<file path="src/rtl/button_event_decoder.sv">
// Button gesture classifier: turns a debounced level into 1-cycle
// press/release/short/long/double (and optional auto-repeat) pulses.
//
// Ports:
//   clk           system clock, all logic on posedge
//   reset_n       asynchronous active-low reset
//   btn_db        debounced, clk-synchronous button level (1 = pressed)
//   press_pulse   1-cycle pulse on every accepted press
//   release_pulse 1-cycle pulse on every accepted release
//   short_pulse   single click with no second press within DBL_TICKS
//   long_pulse    button held LONG_TICKS cycles
//   double_pulse  second press within DBL_TICKS of a short release
//   repeat_pulse  auto-repeat while long-held (0 when compiled out)
//   busy          registered, high whenever the FSM is not idle
//
// Optional feature: define BTN_AUTOREPEAT_EN to enable auto-repeat.
module button_event_decoder #(
    parameter int CNT_W        = 26,
    parameter int LONG_TICKS   = 50_000_000,
    parameter int DBL_TICKS    = 30_000_000,
    parameter int REPEAT_TICKS = 10_000_000
) (
    input  logic clk,
    input  logic reset_n,
    input  logic btn_db,
    output logic press_pulse,
    output logic release_pulse,
    output logic short_pulse,
    output logic long_pulse,
    output logic double_pulse,
    output logic repeat_pulse,
    output logic busy
);

    typedef enum logic [2:0] {
        S_IDLE,
        S_PRESSED,
        S_LONG_HELD,
        S_WAIT_DBL,
        S_SECOND
    } state_t;

    localparam logic [CNT_W-1:0] ONE     = CNT_W'(1);
    localparam logic [CNT_W-1:0] LONG_TC = CNT_W'(LONG_TICKS - 1);
    localparam logic [CNT_W-1:0] DBL_TC  = CNT_W'(DBL_TICKS - 1);
`ifdef BTN_AUTOREPEAT_EN
    localparam logic [CNT_W-1:0] REP_TC  = CNT_W'(REPEAT_TICKS - 1);
`endif

    state_t           state;
    state_t           state_d;
    logic [CNT_W-1:0] cnt;
    logic [CNT_W-1:0] cnt_d;
    logic             btn_q;
    logic             rise;
    logic             fall;

    logic press_d;
    logic release_d;
    logic short_d;
    logic long_d;
    logic double_d;
    logic busy_d;
`ifdef BTN_AUTOREPEAT_EN
    logic repeat_d;
`endif

    assign rise = btn_db & ~btn_q;
    assign fall = ~btn_db & btn_q;

    always_comb begin
        state_d   = state;
        cnt_d     = cnt;
        press_d   = 1'b0;
        release_d = 1'b0;
        short_d   = 1'b0;
        long_d    = 1'b0;
        double_d  = 1'b0;
`ifdef BTN_AUTOREPEAT_EN
        repeat_d  = 1'b0;
`endif
        unique case (state)
            S_IDLE: begin
                if (rise) begin
                    state_d = S_PRESSED;
                    cnt_d   = '0;
                    press_d = 1'b1;
                end
            end
            S_PRESSED: begin
                // A release on the terminal-count cycle is still a click.
                if (fall) begin
                    state_d   = S_WAIT_DBL;
                    cnt_d     = '0;
                    release_d = 1'b1;
                end else if (cnt == LONG_TC) begin
                    state_d = S_LONG_HELD;
                    cnt_d   = '0;
                    long_d  = 1'b1;
                end else begin
                    cnt_d = cnt + ONE;
                end
            end
            S_LONG_HELD: begin
                if (fall) begin
                    state_d   = S_IDLE;
                    cnt_d     = '0;
                    release_d = 1'b1;
                end else begin
`ifdef BTN_AUTOREPEAT_EN
                    if (cnt == REP_TC) begin
                        cnt_d    = '0;
                        repeat_d = 1'b1;
                    end else begin
                        cnt_d = cnt + ONE;
                    end
`endif
                end
            end
            S_WAIT_DBL: begin
                // A re-press on the timeout cycle still counts as double.
                if (rise) begin
                    state_d  = S_SECOND;
                    cnt_d    = '0;
                    press_d  = 1'b1;
                    double_d = 1'b1;
                end else if (cnt == DBL_TC) begin
                    state_d = S_IDLE;
                    cnt_d   = '0;
                    short_d = 1'b1;
                end else begin
                    cnt_d = cnt + ONE;
                end
            end
            S_SECOND: begin
                if (fall) begin
                    state_d   = S_IDLE;
                    cnt_d     = '0;
                    release_d = 1'b1;
                end
            end
            default: begin
                state_d = S_IDLE;
                cnt_d   = '0;
            end
        endcase
        busy_d = (state_d != S_IDLE);
    end

    // btn_q resets high so a button held through reset must be
    // released and pressed again before it generates any event.
    always_ff @(posedge clk or negedge reset_n) begin
        if (!reset_n) begin
            state         <= S_IDLE;
            cnt           <= '0;
            btn_q         <= 1'b1;
            press_pulse   <= 1'b0;
            release_pulse <= 1'b0;
            short_pulse   <= 1'b0;
            long_pulse    <= 1'b0;
            double_pulse  <= 1'b0;
            busy          <= 1'b0;
        end else begin
            state         <= state_d;
            cnt           <= cnt_d;
            btn_q         <= btn_db;
            press_pulse   <= press_d;
            release_pulse <= release_d;
            short_pulse   <= short_d;
            long_pulse    <= long_d;
            double_pulse  <= double_d;
            busy          <= busy_d;
        end
    end

`ifdef BTN_AUTOREPEAT_EN
    always_ff @(posedge clk or negedge reset_n) begin
        if (!reset_n) begin
            repeat_pulse <= 1'b0;
        end else begin
            repeat_pulse <= repeat_d;
        end
    end
`else
    assign repeat_pulse = 1'b0;
`endif

endmodule
</file>
<file path="config.mk">
export PLATFORM = sky130hd
export DESIGN_NAME = button_event_decoder
export DESIGN_NICKNAME = d
export VERILOG_FILES = /design/src/rtl/button_event_decoder.sv
export SDC_FILE = /design/constraint.sdc
export NUM_CORES = 1
export LEC_CHECK = 0
export CORE_ASPECT_RATIO = 1.1
export CORE_MARGIN = 3
export CORE_UTILIZATION = 42
export CTS_CLUSTER_SIZE = 16
export DETAILED_ROUTE_END_ITERATION = 12
export GPL_TIMING_DRIVEN = 0
export PLACE_DENSITY = 0.57
export SYNTH_ARGS = -nofsm -noshare
export SYNTH_HDL_FRONTEND = slang
export SYNTH_SLANG_ARGS = --single-unit
</file>
<file path="constraint.sdc">
create_clock -name clk -period 5.26 [get_ports clk]
set_clock_uncertainty 0.05 [all_clocks]
set_input_delay 1.052 -clock clk [delete_from_list [all_inputs] [get_ports clk]]
set_output_delay 1.052 -clock clk [all_outputs]
set_load 0.03 [all_outputs]
</file>
=== Word-level counts from Yosys, hierarchy flattened ===
Index checks and enable logic that the tools add are counted.

* $add $sub $neg: 1
* Equality and inequality tests: 8
* Muxes and demuxes: 25
* Bitwise gates (word level): 4
* Reductions and logical operators: 6

{| class="wikitable"
|+ Operators by type and width
! operator !! number
|-
| two-way mux 26 bit || 6
|-
| one-hot mux 26 bit (4 select lines) || 1
|-
| adder 26 x 1 -> 26 bit, second input constant || 1
|-
| == test 26 x 25 -> 1 bit, second input constant || 1
|-
| == test 26 bit, second input constant || 1
|-
| two-way mux 3 bit || 6
|-
| one-hot mux 3 bit (4 select lines) || 1
|-
| two-way mux 1 bit || 11
|-
| == test 3 x 2 -> 1 bit, second input constant || 2
|-
| OR reduction 2 bit || 2
|-
| == test 3 x 1 -> 1 bit, second input constant || 1
|-
| == test 3 bit, second input constant || 1
|-
| zero test 3 bit || 1
|-
| nonzero test 3 bit || 1
|-
| OR reduction 3 bit || 1
|-
| AND 1 bit || 2
|-
| inequality test 2 x 1 -> 1 bit, second input constant || 1
|-
| inequality test 2 bit, second input constant || 1
|-
| inverter 1 bit || 2
|-
| AND reduction 2 bit || 1
|}

* Register bits: 36
* Input port bits: 3
* Output and inout bits: 7
* Logic and storage cells: 53

=== Logic depth before layout (Yosys ltp) ===
* Depth in word-level cells: 5
* Mapped depth: 9
* Depth with buffers taken out: 7

=== Least setup slack after synthesis ===
OpenSTA, ideal clock, no wires.

* Path type: input to register
* Start point: in btn_db
* End point: reg cnt[10]
* Setup time: 0.121 ns
* Arrival time: 2.437 ns
* Data required time: 5.089 ns
* Slack: 2.652 ns
* Cell stages on the path: 7
* Path buffers: 1
* Cells stage by stage: or4b_1 -> o211a_2 -> clkbuf_1 -> or2_1 -> nor3_1 -> xnor2_1 -> nor2_1

* Longest elaborated chain between the ends: 4
* Elaborated cells between the ends (all ways): 9
* Those cells by class: eq/ne: 2; mux: 3; bitwise: 3; reduce/logical: 1

{| class="wikitable"
|+ RTL lines
! item !! line !! RTL
|-
| start: declaration || 25 || <nowiki>input logic btn_db,</nowiki>
|-
| inverter 1 bit || 69 || <nowiki>assign fall = ~btn_db & btn_q;</nowiki>
|-
| AND 1 bit || 69 ||
|-
| two-way mux 26 bit / inequality test 2 x 1 -> 1 bit (equally long branches) || -- ||
|-
| one-hot mux 26 bit (4 select lines) / AND reduction 2 bit (equally long branches) || -- ||
|-
| end signal: assignment || 165 || <nowiki>cnt <= cnt_d;</nowiki>
|-
| end: declaration || 52 || <nowiki>logic [CNT_W-1:0] cnt;</nowiki>
|}

Parallel ways exist; a longest one is shown, timed or not.
A chain may end at the register's enable or synchronous reset.

=== Worst setup path in the final report ===
* Start point: in btn_db
* End point: reg cnt[25]

Same word-level chain as after synthesis.

==> results.toml <==
[floorplan]
io_pins = 10
dieArea_mm2 = 0.00531
start_util = 0.453
fp.dieW_um = 69.8
core-area_mm2 = 0.00414
die_y_um = 76.1
fp-row-count = 24

[cells_and_area]
drive_above_1_share = 0.106
multiInputGateArea_um2 = 916
regArea_um2 = 902
diodes = 0
fin_nets = 210
fin_area_mm2 = 0.00211
synthToLayoutAreaGrowth_pct = 12.4
fillers = 390

[timing]
fin_tns_setup_ns = 0
fmax_ghz = 0.312
rsz0062_at_grt = "false"
drv_slew = 0
max-slew-margin-rel = 0.466
setup_viol = 0
period_share = 0.608
period_minus_slack_ns = 3.20
worst_slew_pin_slew_ns = 0.802
hold_viol = 0

[worst_setup_path]
cpPeakStageDelay_ns = 0.66
crit_fanout = 6
critical_path.slowest_cell = "nor4_2"
criticalPathCategory = "in2reg"
worst-path-buf-inv = 1
setup.worst_path.end_class = "register"
crit_chain = "clkdlybuf4s50_1 -> or4b_1 -> o211a_2 -> nor4_2 -> nand4_1 -> xor2_1 -> nor2_1"
worst_setup_path_start_kind = "primary input"
crit_required_ns = 5.38
crit_family = "simple AND/OR/NAND/NOR gates"
crit_arrival_ns = 3.32

[yosys]
synth.avg_cell_area_um2 = 9.83
ys.flop_type = "dfrtp_1"
synth_cell_types = 46
ys_async_sr_fraction = 1.00
synthTopCellsByCount = "dfrtp_1, nor2_1, xor2_1, nand2_1, nand3_1"
synth_top_area_frac = 0.466
synth-seq-cells = 36
syn-num-nets = 195
yosysTopAreaCell = "dfrtp_1"
synth.most_common_cell = "dfrtp_1"
yosysWarnings = 0
synth_seq_area_share = 0.480
synth_edf_count = 0
synthCells = 191
synth_area_leaders = "dfrtp_1, xor2_1, nor2_1, nand3_1, xnor2_1"
syn_area_mm2 = 0.00188

[pwr]
max-vdd-ir-drop_v = 0.000119
fin_total_pwr_uw = 771
p_per_area_mw_per_mm2 = 365
leakage_nw = 0.901

[drt]
routedWlPerCell_um = 14.6
routed_wl_um = 3790
num_vias = 1405
via_per_inst = 5.42
dr.pass1.iters = 4
drc = 0
drt_iter0_drc = 98
ant_nets = 0

[outcome]
status = "complete, no violations"

[grt]
track_usage = 0.161
grt_max_degree = 37
antenna_found_initial = 0
grt_pass1_wl_um = 6820
grt_pass1_vias = 1427
overflow = 0

[cts]
ctsHoldBuffers = 0
clock_path_buffers = 2
clk_pin_slew_ns = 0.07
cts.repair.resized = 0
clock-sinks = 36
cts_buffers = 5
insertion_delay_ns = 0.29
cts-root-buf = "clkbuf_8"
cts_tree = "built"
post-cts-setup-buffers = 0
cts_htree_levels = 2

[placement]
routabilityCongestion = 0.854
place_hpwl_um = 2710
placed_area_mm2 = 0.00202
io_buffers = 8

[hold_path]
min_path_type = "reg2reg"

[job]
maxCapViolations = 0
## metal layers
metal	global-route usage	wire length [µm]	vias up
met5	0	0	-
met4	0.0613	76	0
met3	0.0449	143	8
met2	0.253	1840	26
met1	0.210	1730	671
li1	-	-	700
## stage by stage
stage / cells / worst slack [ns] / hold slack [ns] / util
detailed placement: 251 / 1.76 / 0.486 / 0.487
finish: 259 / 2.06 / 0.504 / 0.509
CTS: 259 / 2.07 / 0.502 / 0.509
global route: 259 / 1.88 / 0.522 / 0.509
floorplan: 191 / 2.65 / 0.444 / -
global placement: 251 / 1.78 / 0.471 / 0.488
## state kept, by name, indices dropped and copies added, names as in the netlist
name,count
cnt,26
state,3
btn_q,1
busy,1
double_pulse,1
long_pulse,1
press_pulse,1
release_pulse,1
short_pulse,1
## cell families after synthesis
logic type | Yosys count | synth area share
AO/OA/AOI/OAI | 19 | 0.0793
XOR/XNOR | 21 | 0.0979
adder cells (fa/ha/maj) | 1 | 0.00666
buffers and inverters | 12 | 0.0320
flip-flops | 36 | 0.480
multiplexers | 2 | 0.0113
other | 1 | 0.00200
AND/OR/NAND/NOR | 99 | 0.290
## where the power goes
part	leakage, nW	total, mW	internal [mW]	switching (mW)
logic	0.361	0.251	0.0908	0.160
registers	0.489	0.317	0.303	0.0134
clock network	0.0510	0.203	0.104	0.0990
## worst reg2reg max path, cell delays in order (launching register included)
cell and delay (ns):
dfrtp_1 0.36, buf_2 0.16, or4b_1 0.50, or4_4 0.45, o31ai_4 0.30, o21ai_2 0.11, buf_6 0.17, a21o_1 0.17
a22o_1 0.17
## cell usage in the layout, fill, tap and decap left out, types with 3 or more instances in the layout
| master | instances |
|---|---|
| a21oi_1 | 4 |
| a22o_1 | 3 |
| and4_1 | 4 |
| buf_2 | 4 |
| clkbuf_1 | 5 |
| clkbuf_8 | 6 |
| clkdlybuf4s50_1 | 7 |
| dfrtp_1 | 35 |
| nand2_1 | 13 |
| nand2b_1 | 4 |
| nand3_1 | 12 |
| nand3b_1 | 4 |
| nand4_1 | 7 |
| nor2_1 | 28 |
| nor2b_1 | 3 |
| nor3_1 | 6 |
| o21ai_1 | 3 |
| xnor2_1 | 6 |
| xor2_1 | 15 |
## path summary, 6_finish.rpt
kind | startpoint | to | slack, ns | cells after the start
setup / recovery | btn_db | cnt[25] | 2.06 | 7
max in group asynchronous | reset_n | cnt[20] | 3.85 | 1
hold / removal | cnt[1] | cnt[1] | 0.50 | 1
hold reg to reg | cnt[1] | cnt[1] | 0.50 | 1
min in group asynchronous | reset_n | state[2] | 0.79 | 1
setup reg to reg | cnt[13] | cnt[6] | 2.73 | 8
## layout make-up
class                           instances  share of cell area
Tap cell                               52              0.0308
Multi-Input combinational cell        143               0.434
Buffer                                 10              0.0249
Inverter                                2             0.00356
Clock inverter                          2             0.00474
Clock buffer                            6              0.0391
Sequential cell                        36               0.427
Timing Repair Buffer                    8              0.0356
(Power assumes the default switching activity.)
